<file path="config.mk">
export PLATFORM = sky130hd
export DESIGN_NAME = huffman_dc_dpcm_enc
export DESIGN_NICKNAME = d
export VERILOG_FILES = /design/src/rtl/huffman_dc_dpcm_enc.sv
export SDC_FILE = /design/constraint.sdc
export NUM_CORES = 1
export LEC_CHECK = 0
export BUFFER_PORTS_ARGS = -buffer_cell sky130_fd_sc_hd__clkbuf_2
export CAP_MARGIN = 30
export CORE_ASPECT_RATIO = 1.25
export CORE_MARGIN = 4
export CORE_UTILIZATION = 65
export DETAILED_ROUTE_END_ITERATION = 16
export PLACE_DENSITY = 0.86
export SETUP_SLACK_MARGIN = 0.5
export SLEW_MARGIN = 20
export SYNTH_ARGS = -nofsm -noshare
export SYNTH_HDL_FRONTEND = slang
export SYNTH_SLANG_ARGS = --single-unit
</file>
<file path="constraint.sdc">
create_clock -name clk -period 7.45 [get_ports clk]
set_clock_uncertainty 0.2 [all_clocks]
set_input_delay 0.3725 -clock clk [delete_from_list [all_inputs] [get_ports clk]]
set_output_delay 0.3725 -clock clk [all_outputs]
set_load 0.05 [all_outputs]
</file>
<file path="src/rtl/huffman_dc_dpcm_enc.sv">
// JPEG DC DPCM encoder: per-component prediction and saturation in S1, then
// category, DC Huffman lookup and magnitude bits in S2.
module huffman_dc_dpcm_enc #(
  parameter int unsigned COEF_W   = 11,
  parameter int unsigned NUM_COMP = 3,
  parameter int unsigned CID_W    = 2
) (
  input  logic                     clk,
  input  logic                     rst,
  input  logic                     in_valid,
  output logic                     in_ready,
  input  logic signed [COEF_W-1:0] in_dc,
  input  logic [CID_W-1:0]         in_comp,
  input  logic                     in_restart,
  output logic                     out_valid,
  input  logic                     out_ready,
  output logic [10:0]              huff_code,
  output logic [3:0]               huff_len,
  output logic [10:0]              mag_bits,
  output logic [3:0]               mag_len,
  output logic                     sat
);
  localparam int unsigned DW = COEF_W + 1;

  logic signed [COEF_W-1:0] pred_q [NUM_COMP];
  logic signed [COEF_W-1:0] pred_d [NUM_COMP];
  logic signed [COEF_W-1:0] pred_sel;
  logic signed [DW-1:0]     diff_full;
  logic signed [31:0]       diff_ext;
  logic                     comp_ok;

  logic              s1_valid_q, s1_valid_d;
  logic              s1_sat_q, s1_sat_d;
  logic              s1_luma_q, s1_luma_d;
  logic signed [11:0] s1_diff_q, s1_diff_d;

  logic        out_valid_q, out_valid_d;
  logic        sat_q, sat_d;
  logic [10:0] huff_code_q, huff_code_d;
  logic [10:0] mag_bits_q, mag_bits_d;
  logic [3:0]  huff_len_q, huff_len_d;
  logic [3:0]  mag_len_q, mag_len_d;

  logic        s2_load, accept;
  logic [11:0] abs_v, mval, mask;
  logic [3:0]  cat, code_len;
  logic [10:0] code_v;

  assign s2_load  = !out_valid_q || out_ready;
  assign in_ready = !rst && (!s1_valid_q || s2_load);
  assign accept   = in_valid && in_ready;

  // Out-of-range component ids fall back to predictor 0 and update nothing.
  always_comb begin
    comp_ok  = 1'b0;
    pred_sel = pred_q[0];
    for (int i = 0; i < NUM_COMP; i++) begin
      if (in_comp == CID_W'(i)) begin
        comp_ok  = 1'b1;
        pred_sel = pred_q[i];
      end
    end
    if (in_restart) pred_sel = '0;
    diff_full = DW'(in_dc) - DW'(pred_sel);
    diff_ext  = 32'(diff_full);

    s1_valid_d = accept ? 1'b1 : (s2_load ? 1'b0 : s1_valid_q);
    s1_sat_d   = s1_sat_q;
    s1_diff_d  = s1_diff_q;
    s1_luma_d  = s1_luma_q;
    if (accept) begin
      s1_luma_d = (in_comp == '0) || !comp_ok;
      s1_sat_d  = 1'b0;
      s1_diff_d = 12'(diff_ext);
      if (diff_ext > 32'sd2047) begin
        s1_diff_d = 12'sd2047;
        s1_sat_d  = 1'b1;
      end else if (diff_ext < -32'sd2047) begin
        s1_diff_d = -12'sd2047;
        s1_sat_d  = 1'b1;
      end
    end
  end

  always_comb begin
    for (int i = 0; i < NUM_COMP; i++) pred_d[i] = pred_q[i];
    if (accept) begin
      if (in_restart) begin
        for (int i = 0; i < NUM_COMP; i++) pred_d[i] = '0;
      end
      for (int i = 0; i < NUM_COMP; i++) begin
        if (in_comp == CID_W'(i)) pred_d[i] = in_dc;
      end
    end
  end

  always_comb begin
    abs_v = s1_diff_q[11] ? 12'(-s1_diff_q) : 12'(s1_diff_q);
    cat   = '0;
    for (int i = 0; i < 12; i++) begin
      if (abs_v[i]) cat = 4'(i + 1);
    end
    // Negative differences carry the one's-complement of |diff|.
    mval = s1_diff_q[11] ? 12'(s1_diff_q - 12'sd1) : 12'(s1_diff_q);
    mask = (12'd1 << cat) - 12'd1;

    // Long codes are (len-1) ones followed by a zero.
    if (s1_luma_q) begin
      code_len = (cat == 4'd0) ? 4'd2 : ((cat <= 4'd5) ? 4'd3 : cat - 4'd2);
      code_v   = (cat == 4'd0) ? 11'd0 : 11'(cat + 4'd1);
      if (cat > 4'd5) code_v = 11'((12'd1 << code_len) - 12'd2);
    end else begin
      code_len = (cat <= 4'd2) ? 4'd2 : cat;
      code_v   = 11'(cat);
      if (cat > 4'd2) code_v = 11'((12'd1 << code_len) - 12'd2);
    end

    out_valid_d = out_valid_q;
    huff_code_d = huff_code_q;
    huff_len_d  = huff_len_q;
    mag_bits_d  = mag_bits_q;
    mag_len_d   = mag_len_q;
    sat_d       = sat_q;
    if (s2_load) begin
      out_valid_d = s1_valid_q;
      if (s1_valid_q) begin
        huff_code_d = code_v;
        huff_len_d  = code_len;
        mag_bits_d  = 11'(mval & mask);
        mag_len_d   = cat;
        sat_d       = s1_sat_q;
      end
    end
  end

  always_ff @(posedge clk) begin
    if (rst) begin
      for (int i = 0; i < NUM_COMP; i++) pred_q[i] <= '0;
      s1_valid_q  <= 1'b0;
      s1_sat_q    <= 1'b0;
      s1_luma_q   <= 1'b0;
      s1_diff_q   <= '0;
      out_valid_q <= 1'b0;
      huff_code_q <= '0;
      huff_len_q  <= '0;
      mag_bits_q  <= '0;
      mag_len_q   <= '0;
      sat_q       <= 1'b0;
    end else begin
      for (int i = 0; i < NUM_COMP; i++) pred_q[i] <= pred_d[i];
      s1_valid_q  <= s1_valid_d;
      s1_sat_q    <= s1_sat_d;
      s1_luma_q   <= s1_luma_d;
      s1_diff_q   <= s1_diff_d;
      out_valid_q <= out_valid_d;
      huff_code_q <= huff_code_d;
      huff_len_q  <= huff_len_d;
      mag_bits_q  <= mag_bits_d;
      mag_len_q   <= mag_len_d;
      sat_q       <= sat_d;
    end
  end

  assign out_valid = out_valid_q && !rst;
  assign huff_code = huff_code_q;
  assign huff_len  = huff_len_q;
  assign mag_bits  = mag_bits_q;
  assign mag_len   = mag_len_q;
  assign sat       = sat_q;

endmodule

</file>
==> results, run 1 <==
- The die is 112 um tall.
- The max capacitance violation total is 0.
- Measured along the x axis, the die boundary spans 90.8 um.
- In this run the clock root is driven by a sky130_fd_sc_hd__clkbuf_8.
- STA puts the critical path data arrival time at 6.39 ns.
- For this run, design rule violations remaining after detail routing come to 0.
- For this configuration, the core starts out at a cell density of 0.672.
- In the synthesized netlist, the cells that appear most often are sky130_fd_sc_hd__nor2_1 (103), sky130_fd_sc_hd__dfxtp_1 (80), sky130_fd_sc_hd__nand2_1 (61).
- STA puts the critical path data required time at 7.51 ns.
- In the global route stage, overall resource usage came out at 0.326.
- The worst setup path is of the reg2reg kind.
- The slowest stage of the critical path is the sky130_fd_sc_hd__or4b_1 cell.
- The H-tree depth reported by CTS is 3.
- In this run the tool buffered the top-level ports with 50 buffer cells.
- The time the worst path needs with I/O delays and setup is 6.33 ns.
- After detailed routing, no signal wire sits above met4.
- The post-synth design cell area is 5570 um2.
- In the post-route analysis, the smallest setup slack over all paths is 1.12 ns.
- Across the VDD grid, the largest voltage drop is 0.216 mV.
- The final wirelength is 16600 um.
- The family of cells with the greatest summed delay on the critical path is simple AND/OR/NAND/NOR gates.
- A synthesized cell averages 7.60 um2.
- The most common flop cell mapped by yosys is sky130_fd_sc_hd__dfxtp_1.
- The count of flip-flops with a built-in enable after synthesis is 0.
- The sequential element share of the synthesized area is 0.287.
- Traced cell by cell, the critical path runs through inv_1, ha_1, or4b_1, nor2_1, a2111oi_0, or4_4, o21a_1, nor2_2, inv_1, ha_1, nor2_1, nand2b_1, a2111oi_0, a211o_1, o2111ai_1, ha_1, nand2_1, a211oi_1, a41o_1, a221o_1.
- Setup repair after global routing left no endpoint under its margin.
- The final-report max-slew violation count is 0.
- The type of the worst min-delay path is in2reg.
- STA classifies the critical path endpoint as a flip-flop.
- The repair_antennas step left the layout with diodes totalling 0.
- The final-report setup violation count is 0.
- In the synthesized netlist the async set-or-reset flop fraction comes to 0.
- For this design, the sink count on the clock tree is 80.
- The row count is 37.
- Along the worst path, the maximum fanout reaches 13.
- The slew at the pin closest to its max-slew limit is 0.937 ns.
- The number of global-route vias before repair is 5563.
- The count of nets after finishing is 790.
- By instance count, the leading cell after synthesis is sky130_fd_sc_hd__nor2_1.
- The met1 layer wirelength in the final routing is 6440 um.
- The number of clock buffers added by TritonCTS is 9.
- Routability-driven placement finished with a final weighted congestion of 0.990.
- The cell seen most often among critical-path stages is sky130_fd_sc_hd__ha_1.
- In the final routed layout, each cell accounts on average for 19.6 um.
- Of the post-synthesis cell area, the dominant cell type holds 0.287.
- The total power divided by cell area is 261 nW/um2.
- Setup total negative slack on the finished layout was measured at 0 ns.
- The latest clock arrival within the worst-skew pair is 0.37 ns.
- The area of the die is 10100 um2.
- The Yosys warning count is 0.
- The remaining antenna violation count after routing is 0.
- From synthesis to final layout, the design area changed by 7.30%.
- The largest net degree at the start of global routing is 84.
- Together, buffers and inverters on the worst path number 2.
- The first detailed-routing pass ran for 6 iterations.
- The sum of met2 wire segment lengths after detailed routing is 8260 um.
- TritonCTS built the clock tree.
- Dividing the final minimum period by the clock period gives 0.849.
- STA classifies the critical path startpoint as a flip-flop.
- The worst slew slack as a fraction of its limit is 0.371.
- The count of endpoints failing hold in the final timing report is 0.
- At the placement stage, the worst setup path has a slack of 0.996 ns.
- The DRC violation total after the first TritonRoute iteration is 592.
- Counting every instance in the synthesized netlist gives 733.
- The first-pass GRT wire length is 27200 um.
- The maximum number of buffers from clock root to sink is 2.
- The count of filler cells inserted in the layout is 665.
- In the detailed route, the total length drawn on met3 is 1220 um.
- For this design, the CTS-stage hold fixing added 0 buffers.
- Across all layers, the routed design uses 5686 vias.
- The sum of overflow across all layers after global routing is 0.
- After synthesis, the netlist uses 80 different library cells.
- The top achievable clock speed is 0.158 GHz.
- The number of nets in the synthesized netlist is 780.
- After synthesis the netlist holds a flip-flop and latch count of 80.
- The flow ran to the end, and the final reports show no timing, DRC or antenna violations.
- The top-level I/O count is 51.
- The initial antenna violation count is 0.
- The HPWL after detailed placement is 11600 um.
- Yosys attributes the largest share of cell area to sky130_fd_sc_hd__dfxtp_1 (29%), sky130_fd_sc_hd__nor2_1 (6.9%), sky130_fd_sc_hd__ha_1 (6.3%), sky130_fd_sc_hd__a21oi_1 (4.9%), sky130_fd_sc_hd__a22oi_1 (4.3%).
- Dividing the detail-routed via count by the number of cells gives 6.73.
- After clock tree synthesis, the clock-pin slew on the worst setup and hold paths is 0.10 ns.
- The cell taking the most area after synthesis is sky130_fd_sc_hd__dfxtp_1.
- The analysis attributes to cell leakage a power of 2.32 nW.
- In this design, the stage delay of the slowest critical-path cell is 0.65 ns.
- The core region is 8290 um2.
- In the final layout, the share of cells above drive strength 1 is 0.126.
==> area by class of cell <==
cell class,instances,area (um2),area share
Tap cell,97,121,0.0203
Multi-Input combinational cell,569,3640,0.609
Inverter,25,93.8,0.0157
Timing Repair Buffer,58,310,0.0519
Sequential cell,80,1600,0.268
Clock inverter,5,81.3,0.0136
Clock buffer,11,131,0.0220
==> timing repair <==
| item | in CTS | in global routing |
|---|---|---|
| endpoints found under the setup margin | 0 | 2 |
| endpoints found under the hold margin | 0 | 0 |
| setup buffers | 0 | 0 |
| resized for setup | 0 | 1 |
==> stage by stage <==
stage | util | area, um2 | cells | power (mW) | hold WS [ns]
after floorplan | - | 5570 | 733 | 1.02 | 0.232
after global placement | 0.695 | 5760 | 829 | 1.17 | 0.234
after detailed placement | 0.695 | 5760 | 829 | 1.18 | 0.247
after CTS | 0.721 | 5980 | 845 | 1.54 | 0.107
after global routing | 0.721 | 5980 | 845 | 1.65 | 0.135
final | 0.721 | 5980 | 845 | 1.56 | 0.113
==> final timing paths <==
kind | start | to | slack (ns) | cells past startpoint
max | s1_diff_q[0] | huff_code[9] | 1.12 | 20
min | in_dc[8] | pred_q[0][30] | 0.11 | 3
max reg2reg | s1_diff_q[0] | huff_code[9] | 1.12 | 20
min reg2reg | mag_bits[8] | mag_bits[8] | 0.26 | 2
==> layer usage <==
| metal | GRT usage | up-vias |
|---|---|---|
| met3 | 0.0622 | 56 |
| met1 | 0.384 | 2647 |
| met4 | 0.154 | 0 |
| li1 | - | 2691 |
| met5 | 0 | - |
| met2 | 0.568 | 292 |
==> power breakdown <==
part / internal, mW / switching (mW) / total (mW)
Clock: 0.189 / 0.168 / 0.357
Combinational: 0.233 / 0.496 / 0.728
Sequential: 0.450 / 0.0235 / 0.473
==> worst register-to-register path: stages (launching register included) <==
cell and delay (ns):
sky130_fd_sc_hd__dfxtp_1 0.37, sky130_fd_sc_hd__inv_1 0.12, sky130_fd_sc_hd__ha_1 0.36, sky130_fd_sc_hd__or4b_1 0.65, sky130_fd_sc_hd__nor2_1 0.21, sky130_fd_sc_hd__a2111oi_0 0.08, sky130_fd_sc_hd__or4_4 0.61, sky130_fd_sc_hd__o21a_1 0.23
sky130_fd_sc_hd__nor2_2 0.42, sky130_fd_sc_hd__inv_1 0.34, sky130_fd_sc_hd__ha_1 0.39, sky130_fd_sc_hd__nor2_1 0.24, sky130_fd_sc_hd__nand2b_1 0.14, sky130_fd_sc_hd__a2111oi_0 0.48, sky130_fd_sc_hd__a211o_1 0.30, sky130_fd_sc_hd__o2111ai_1 0.14
sky130_fd_sc_hd__ha_1 0.25, sky130_fd_sc_hd__nand2_1 0.11, sky130_fd_sc_hd__a211oi_1 0.06, sky130_fd_sc_hd__a41o_1 0.23, sky130_fd_sc_hd__a221o_1 0.28
==> cells by family (layout without fill, tap and decap cells) <==
kind of cell,after synthesis,after routing,synth area share
adders and majority gates,29,29,0.0665
and+or+nand+nor,267,267,0.231
AOI/OAI and AO/OA,237,237,0.295
xor gates and xnor gates,21,21,0.0330
buffers and inverters,84,99,0.0604
muxes,14,14,0.0258
DFF,80,80,0.287
other,1,1,0.000673
==> flip-flops by register name, indices dropped and copies added, names as in the netlist <==
name / count
sat: 1
s1_valid_q: 1
out_valid_q: 1
huff_code: 11
s1_diff_q: 12
mag_bits: 11
huff_len: 4
pred_q: 33
mag_len: 4
s1_sat_q: 1
s1_luma_q: 1
==> layout by cell type, fill, tap and decap left out, drive strengths merged, types with 4 or more instances in the layout <==
cell	instances
xor2	7
dfxtp	80
a211oi	14
a32oi	11
or3	5
buf	8
o21ai	47
or2	4
nor2b	7
nand2	61
a31oi	10
a22oi	32
mux2i	14
clkbuf	61
xnor2	14
nand4	8
inv	25
o31ai	6
o21a	7
a21o	4
nand3	10
nand2b	17
ha	28
and2	4
a311oi	4
and3	8
nor3	20
a2111oi	6
nor2	103
nor4	7
o211ai	5
a21oi	54
Note: power is estimated with default switching activity, not from simulation.
==> run 2, diff against run 1 <==
- CORE_UTILIZATION: 65 -> 55
- PLACE_DENSITY: 0.86 -> 0.78
- clock period: 7.45 -> 5.3 ns (I/O delays scaled with it)
==> run 2 against run 1 <==
Net effect:
- non-clock buffer count rose by 27
- sequential power rose by 40%
- via count rose by 1.7%
- maximum frequency rose by 38%
- clock power rose by 96%
- flip-flop and latch count did not move
- critical path type unchanged
==> results, run 2 (synthesis gave the netlist of run 1 again) <==
- At the later pin of the worst-skew pair, clock insertion delay measures 0.34 ns.
- The critical setup path kind is reg2reg.
- The critical path crosses 17 cells after its start point.
- The capturing element type of the critical path is a flip-flop.
- The final-report setup violation count is 0.
- The area growth from synthesis to layout is 15.1%.
- The die height is 121 um.
- After filler insertion, the fill cell instance count of the layout stands at 903.
- The register-to-register setup slack is 0.73 ns.
- The sequential cell area is 1610 um2.
- Setup slack closes at 0.726 ns.
- The worst reg2reg path depth is 17.
- The post-route fraction of the period consumed by the critical path is 0.863.
- The placer congestion estimate is 0.987.
- The core utilization of the finished layout is 0.657.
- For hold timing, the worst endpoint is pred_q[0][9].
- Dividing the detail-routed via count by the number of cells gives 6.42.
- The endpoint required time on the critical path is 5.34 ns.
- After floorplanning, the core was divided into 40 placement rows.
- The detailed router finished its first iteration with 559 violations.
- The final-report max-slew violation count is 0.
- Dividing the detail-routed wire length by the instance count gives 18.8 um.
- The H-tree depth reported by CTS is 3.
- The number of diodes is 0.
- The type of the worst min-delay path is in2reg.
- In the final layout, the share of cells above drive strength 1 is 0.179.
- The max capacitance violation total is 0.
- The worst register-to-register path ends at huff_code[9].
- The number of hold-repair buffers added at the cts stage is 0.
- The count of input and output buffers is 50.
- The TritonCTS clock tree is yes.
- Setup repair after global routing left no endpoint under its margin.
- The number of iterations in the first detailed-routing pass is 7.
- The first-pass GRT wire length is 27400 um.
- The tree is rooted in a sky130_fd_sc_hd__clkbuf_16.
- The stage delay of the slowest cell on the critical path is 0.53 ns.
- VDD sags by at most 0.241 mV.
- The flow ran to the end, and the final reports show no timing, DRC or antenna violations.
- The largest individual stage delay along the critical path comes from the cell sky130_fd_sc_hd__or4b_4.
- Leaving out fill and tap cells, the most frequent cell in the layout is sky130_fd_sc_hd__nor2_1.
- The hold path startpoint is in_dc[9].
- After routing the design area is 6410 um2.
- In the layout the commonest cells are sky130_fd_sc_hd__nor2_1 (99), sky130_fd_sc_hd__dfxtp_1 (77), sky130_fd_sc_hd__nand2_1 (61).
- OpenSTA, run right after detailed placement, puts the worst setup slack at 0.377 ns.
- The register with the most flip-flops in the layout has 33 of them.
- The launching point of the worst reg2reg path is s1_diff_q[0].
- For this block, the via count after detailed routing is 5782.
- Adding up every negative setup slack in the final design gives 0 ns.
- The critical path launch point type is a flip-flop.
- The number of global-route vias before repair came to 5767.
- On the final layout, the worst hold slack is 0.0187 ns.
- Clock tree synthesis found a total of 80 sinks.
- The maximum number of buffers from clock root to sink is 2.
- For this design the static power due to leakage is 2.53 nW.
- The initial cell density of the core is 0.571.
- The family of cells with the greatest summed delay on the critical path is compound AO/OA/AOI/OAI gates.
- Clock-pin slew was measured on the worst setup and hold paths at 0.07 ns.
- The largest registers in the layout are pred_q x33, s1_diff_q x12.
- For this block, the routed nets add up to 16900 um of wire.
- Once placement finished, the instance area stood at 5980 um2.
- The slew at the pin closest to its max-slew limit is 0.853 ns.
- The total power divided by cell area is 388 nW/um2.
- The net count of the finished layout is 817.
- The top-level I/O count is 51.
- The register containing the most flip-flops in the final layout is pred_q.
- The aggregate global-route resource usage is 0.282.
- The area inside the core boundary is 9760 um2.
- The worst path arrival time is 4.61 ns.
- The die is 98.0 um wide.
- Buffers inserted during clock tree synthesis total 9.
- After layout, the minimum clock period comes to 4.57 ns.
- The initial antenna violation count is 0.
- In this run the remaining antenna-violating nets after routing total 0.
- In this run the worst path has a maximum fanout of 12.
- The remaining design rule violation count is 0.
- The largest net degree at the start of global routing is 83.
- Headroom to the max-slew limit came out at 0.427.
- Counting both buffers and inverters, the worst setup path holds a total of 2.
- Walking the worst path, the cells encountered are inv_2, ha_1, or4b_4, o311a_1, or2_1, buf_4, a2111oi_2, nor2_1, ha_2, nand2_1, a21oi_1, nand3_1, ha_2, nand2_1, a211oi_1, a41o_1, a221o_1.
- Once detailed placement completed, the half-perimeter wirelength came to 12300 um.
- Summing all multi-input logic gate instances after layout gives 3720 um2.
- The worst hold path passes through 3 cells.
- The count of endpoints failing hold in the final timing report is 0.
- The floorplan step defined a die boundary enclosing 11800 um2.
- For this run the aggregate overflow at the end of global routing stands at 0.
- Static timing analysis puts the maximum clock frequency at 0.219 GHz.
-- run 2: worst max path at each step --
stage          slack [ns]         start            to
3_3_place_gp         0.48  s1_diff_q[0]  huff_code[9]
4_1_cts              0.52  s1_diff_q[0]  huff_code[9]
2_1_floorplan        0.55  s1_diff_q[0]  huff_code[9]
6_report             0.73  s1_diff_q[0]  huff_code[9]
3_5_place_dp         0.38  s1_diff_q[0]  huff_code[9]
5_1_grt              0.46  s1_diff_q[4]  huff_code[9]
-- run 2: where the power goes --
part | total [mW] | leakage, nW | internal [mW] | switching [mW]
logic | 1.13 | 1.72 | 0.404 | 0.727
clock network | 0.698 | 0.157 | 0.417 | 0.281
registers | 0.662 | 0.652 | 0.633 | 0.0287
-- run 2: layout make-up --
class,instances,share of cell area
Clock buffer,9,0.0351
Clock inverter,7,0.0154
Inverter,25,0.0146
Multi-Input combinational cell,569,0.580
Sequential cell,80,0.250
Tap cell,126,0.0246
Timing Repair Buffer,85,0.0800
-- run 2: worst register-to-register path: cells and delay by family (launching register included) --
kind	cells	cell delay, ns
flops	1	0.35
simple gates	6	1.27
fa+ha+maj	3	0.88
buf+inv	2	0.24
compound gates	6	1.53
-- run 2: what timing repair did --
action / CTS / global route
buffers inserted: 2 / 1
pin swaps: 1 / 6
endpoints found under the setup margin: 2 / 7
resized for setup: 3 / 18
-- run 2: routing by layer --
metal	GRT usage	wire length (um)
met5	0	0
met4	0.143	759
met3	0.0612	1110
met2	0.499	8600
met1	0.316	6460
-- run 2: through the flow --
stage	total power [mW]	cells
6_report	2.49	901
2_1_floorplan	1.44	733
3_3_place_gp	1.73	882
5_1_grt	2.62	901
3_5_place_dp	1.74	882
4_1_cts	2.44	900
==> run 3, diff against run 2 <==
- ABC_CLOCK_PERIOD_IN_PS: not set -> 5300
- CORE_UTILIZATION: 55 -> 30
- PLACE_DENSITY: 0.78 -> not set
==> run 3 against run 2 <==
Net effect:
- die area increased by 76%
- core utilization down 29 points
- flip-flop and latch count is the same
- critical path type unchanged
- highest routed layer unchanged
==> results, run 3 (synthesis gave the netlist of run 1 again) <==
- The run finished with clean final reports.
- The clock buffer count from CTS is 9.
- The register-to-register setup slack is 0.70 ns.
- STA classifies the critical path endpoint as a flip-flop.
- The die extent in x is 130 um.
- The count of filler cells inserted in the layout is 1949.
- Summed over all layers, the global routing overflow is 0.
- The clock reaches the later pin of the worst-skew pair after 0.35 ns.
- After detailed routing, the average wire length per cell comes to 15.9 um.
- At the pin with the least slew margin, the transition time is 0.676 ns.
- The initialized floorplan defines 55 standard-cell rows.
- The initial antenna violation count came to 0.
- The fraction of final layout cells with drive strength greater than 1 is 0.185.
- The launching point of the worst reg2reg path is s1_diff_q[0].
- More flip-flops sit in one register than any other, and that register is pred_q.
- The type of the worst min-delay path is in2reg.
- The die height is 160 um.
- The number of hold buffers added after CTS was 0.
- Timing would allow up to 0.217 GHz.
- The first TritonRoute pass finished after 5 iterations.
- The number of diodes is 0.
- The critical setup path kind is reg2reg.
- After detailed routing, the total wire length is 15900 um.
- The total power divided by cell area is 376 nW/um2.
- The first global-routing pass estimated 26300 um of wire.
- The reg-to-reg critical path endpoint is mag_bits[9].
- The peak supply drop is 0.214 mV.
- The largest net degree at the start of global routing is 52.
- The area inside the core boundary is 18200 um2.
- Across the run, the number of max-cap violations was 0.
- The final route contains 5500 vias.
- The tightest hold path in the finished design has a slack of 0.0221 ns.
- The clock net in this run drives a total of 80 sinks.
- The top-level I/O count is 51.
- The final-report max-slew violation count is 0.
- The count of endpoints failing hold in the final timing report is 0.
- The synthesis-to-finish area growth is 18.2%.
- The remaining antenna violation count after routing is 0.
- The first routing iteration left 327 violations.
- Adding up every negative setup slack in the final design gives 0 ns.
- Along the worst path, the maximum fanout reaches 13.
- In the global route stage, overall resource usage came out at 0.153.
- Buffers placed on the I/O ports in this run total 50.
- The die covers 20800 um2.
- Setup repair after global routing left no endpoint under its margin.
- The wire-length estimate of the detail-placed layout is 11800 um.
- The time the worst path needs with I/O delays and setup is 4.60 ns.
- The design draws 2.48 mW.
- The root cell of the clock tree is sky130_fd_sc_hd__clkbuf_16.
- The path with the worst hold slack has its endpoint at pred_q[0][27].
- For this run, design rule violations remaining after detail routing come to 0.
- The leading cell type in the layout, fill and taps excluded is sky130_fd_sc_hd__nor2_1.
- STA puts the critical path data required time at 5.38 ns.
- In the final layout, the registers with the most flip-flops are pred_q x33, s1_diff_q x12.
- The initial utilization of the core area, before any placement, comes to 0.307.
- The maximum number of buffers from clock root to sink is 2.
- At the worst endpoint, the arrival time is 4.68 ns.
- The number of global-route vias before repair is 5289.
- The hold path startpoint is in_dc[5].
- In this run the tightest slew margin relative to its limit is 0.550.
- STA classifies the critical path startpoint as a flip-flop.
- The final-report setup violation count is 0.
- The H-tree depth reported by CTS is 3.
- The top cell types in the final layout, fill and taps aside, are sky130_fd_sc_hd__nor2_1 (99), sky130_fd_sc_hd__dfxtp_1 (79), sky130_fd_sc_hd__nand2_1 (59).
- The leakage power total is 2.54 nW.
- The clock transition time at the flip-flop clock pins of the worst setup and hold paths is 0.07 ns.
- The TritonCTS clock tree is yes.
- The worst hold path was traced through 3 stages.
- The worst reg2reg path depth is 17.
- Routability-driven placement finished with a final weighted congestion of 0.922.
- The per-cell via count in the routed design is 5.48.
- At the end of the flow, the number of nets in the layout was 817.
- The number of flip-flops in the largest register is 33.
- The post-route fraction of the period consumed by the critical path is 0.868.
-- run 3: how the worst max path moves through the flow --
stage	start	to	cells past startpoint
2_1_floorplan	s1_diff_q[0]	huff_code[9]	21
3_3_place_gp	s1_diff_q[0]	huff_code[4]	16
3_5_place_dp	s1_diff_q[0]	huff_code[4]	16
4_1_cts	s1_diff_q[0]	huff_code[9]	20
5_1_grt	s1_diff_q[0]	mag_bits[6]	17
6_report	s1_diff_q[0]	mag_bits[9]	17
-- run 3: stage by stage --
| step | instances | area [um2] | utilization | setup slack, ns |
|---|---|---|---|---|
| 3_5_place_dp | 981 | 6090 | 0.335 | 0.273 |
| 5_1_grt | 1003 | 6590 | 0.362 | 0.456 |
| 2_1_floorplan | 733 | 5580 | - | 0.548 |
| 6_report | 1003 | 6590 | 0.362 | 0.702 |
| 4_1_cts | 998 | 6440 | 0.355 | 0.523 |
| 3_3_place_gp | 981 | 6090 | 0.335 | 0.225 |
-- run 3: layout make-up --
cell class                      instances  area (um2)  share of cell area
Multi-Input combinational cell        569        3770               0.573
Clock inverter                          4        51.3             0.00779
Clock buffer                           12         267              0.0405
Timing Repair Buffer                   85         513              0.0779
Tap cell                              228         285              0.0433
Inverter                               25        93.8              0.0143
Sequential cell                        80        1600               0.243
-- run 3: timing repair --
| item | in CTS | in global routing |
|---|---|---|
| resized for setup | 7 | 21 |
| cloned | 0 | 0 |
| setup buffers | 1 | 5 |
| endpoints found under the setup margin | 5 | 10 |
| pin swaps | 1 | 4 |
-- run 3: critical path: stages (launching register included) --
cell and delay [ns]:
sky130_fd_sc_hd__dfxtp_1 0.35, sky130_fd_sc_hd__inv_1 0.11, sky130_fd_sc_hd__ha_1 0.16, sky130_fd_sc_hd__or4b_4 0.50, sky130_fd_sc_hd__buf_4 0.19, sky130_fd_sc_hd__o311a_1 0.39, sky130_fd_sc_hd__nor4_4 0.34, sky130_fd_sc_hd__o21a_1 0.23
sky130_fd_sc_hd__buf_4 0.23, sky130_fd_sc_hd__inv_1 0.08, sky130_fd_sc_hd__buf_4 0.19, sky130_fd_sc_hd__ha_1 0.22, sky130_fd_sc_hd__ha_1 0.27, sky130_fd_sc_hd__o31a_1 0.33, sky130_fd_sc_hd__a21oi_2 0.19, sky130_fd_sc_hd__a21oi_1 0.06
sky130_fd_sc_hd__a21oi_1 0.29, sky130_fd_sc_hd__a32o_1 0.22
-- run 3: power by group --
group | leakage, nW | internal (mW) | switching, mW | total, mW
registers | 0.651 | 0.633 | 0.0285 | 0.661
clock network | 0.155 | 0.403 | 0.254 | 0.657
logic | 1.73 | 0.428 | 0.730 | 1.16
-- run 3: metal layers --
metal | routed length [um] | global-route usage | part of all wire
met5 | 0 | 0 | 0
met4 | 529 | 0.0614 | 0.033
met3 | 796 | 0.0299 | 0.050
met2 | 7740 | 0.258 | 0.49
met1 | 6880 | 0.191 | 0.43
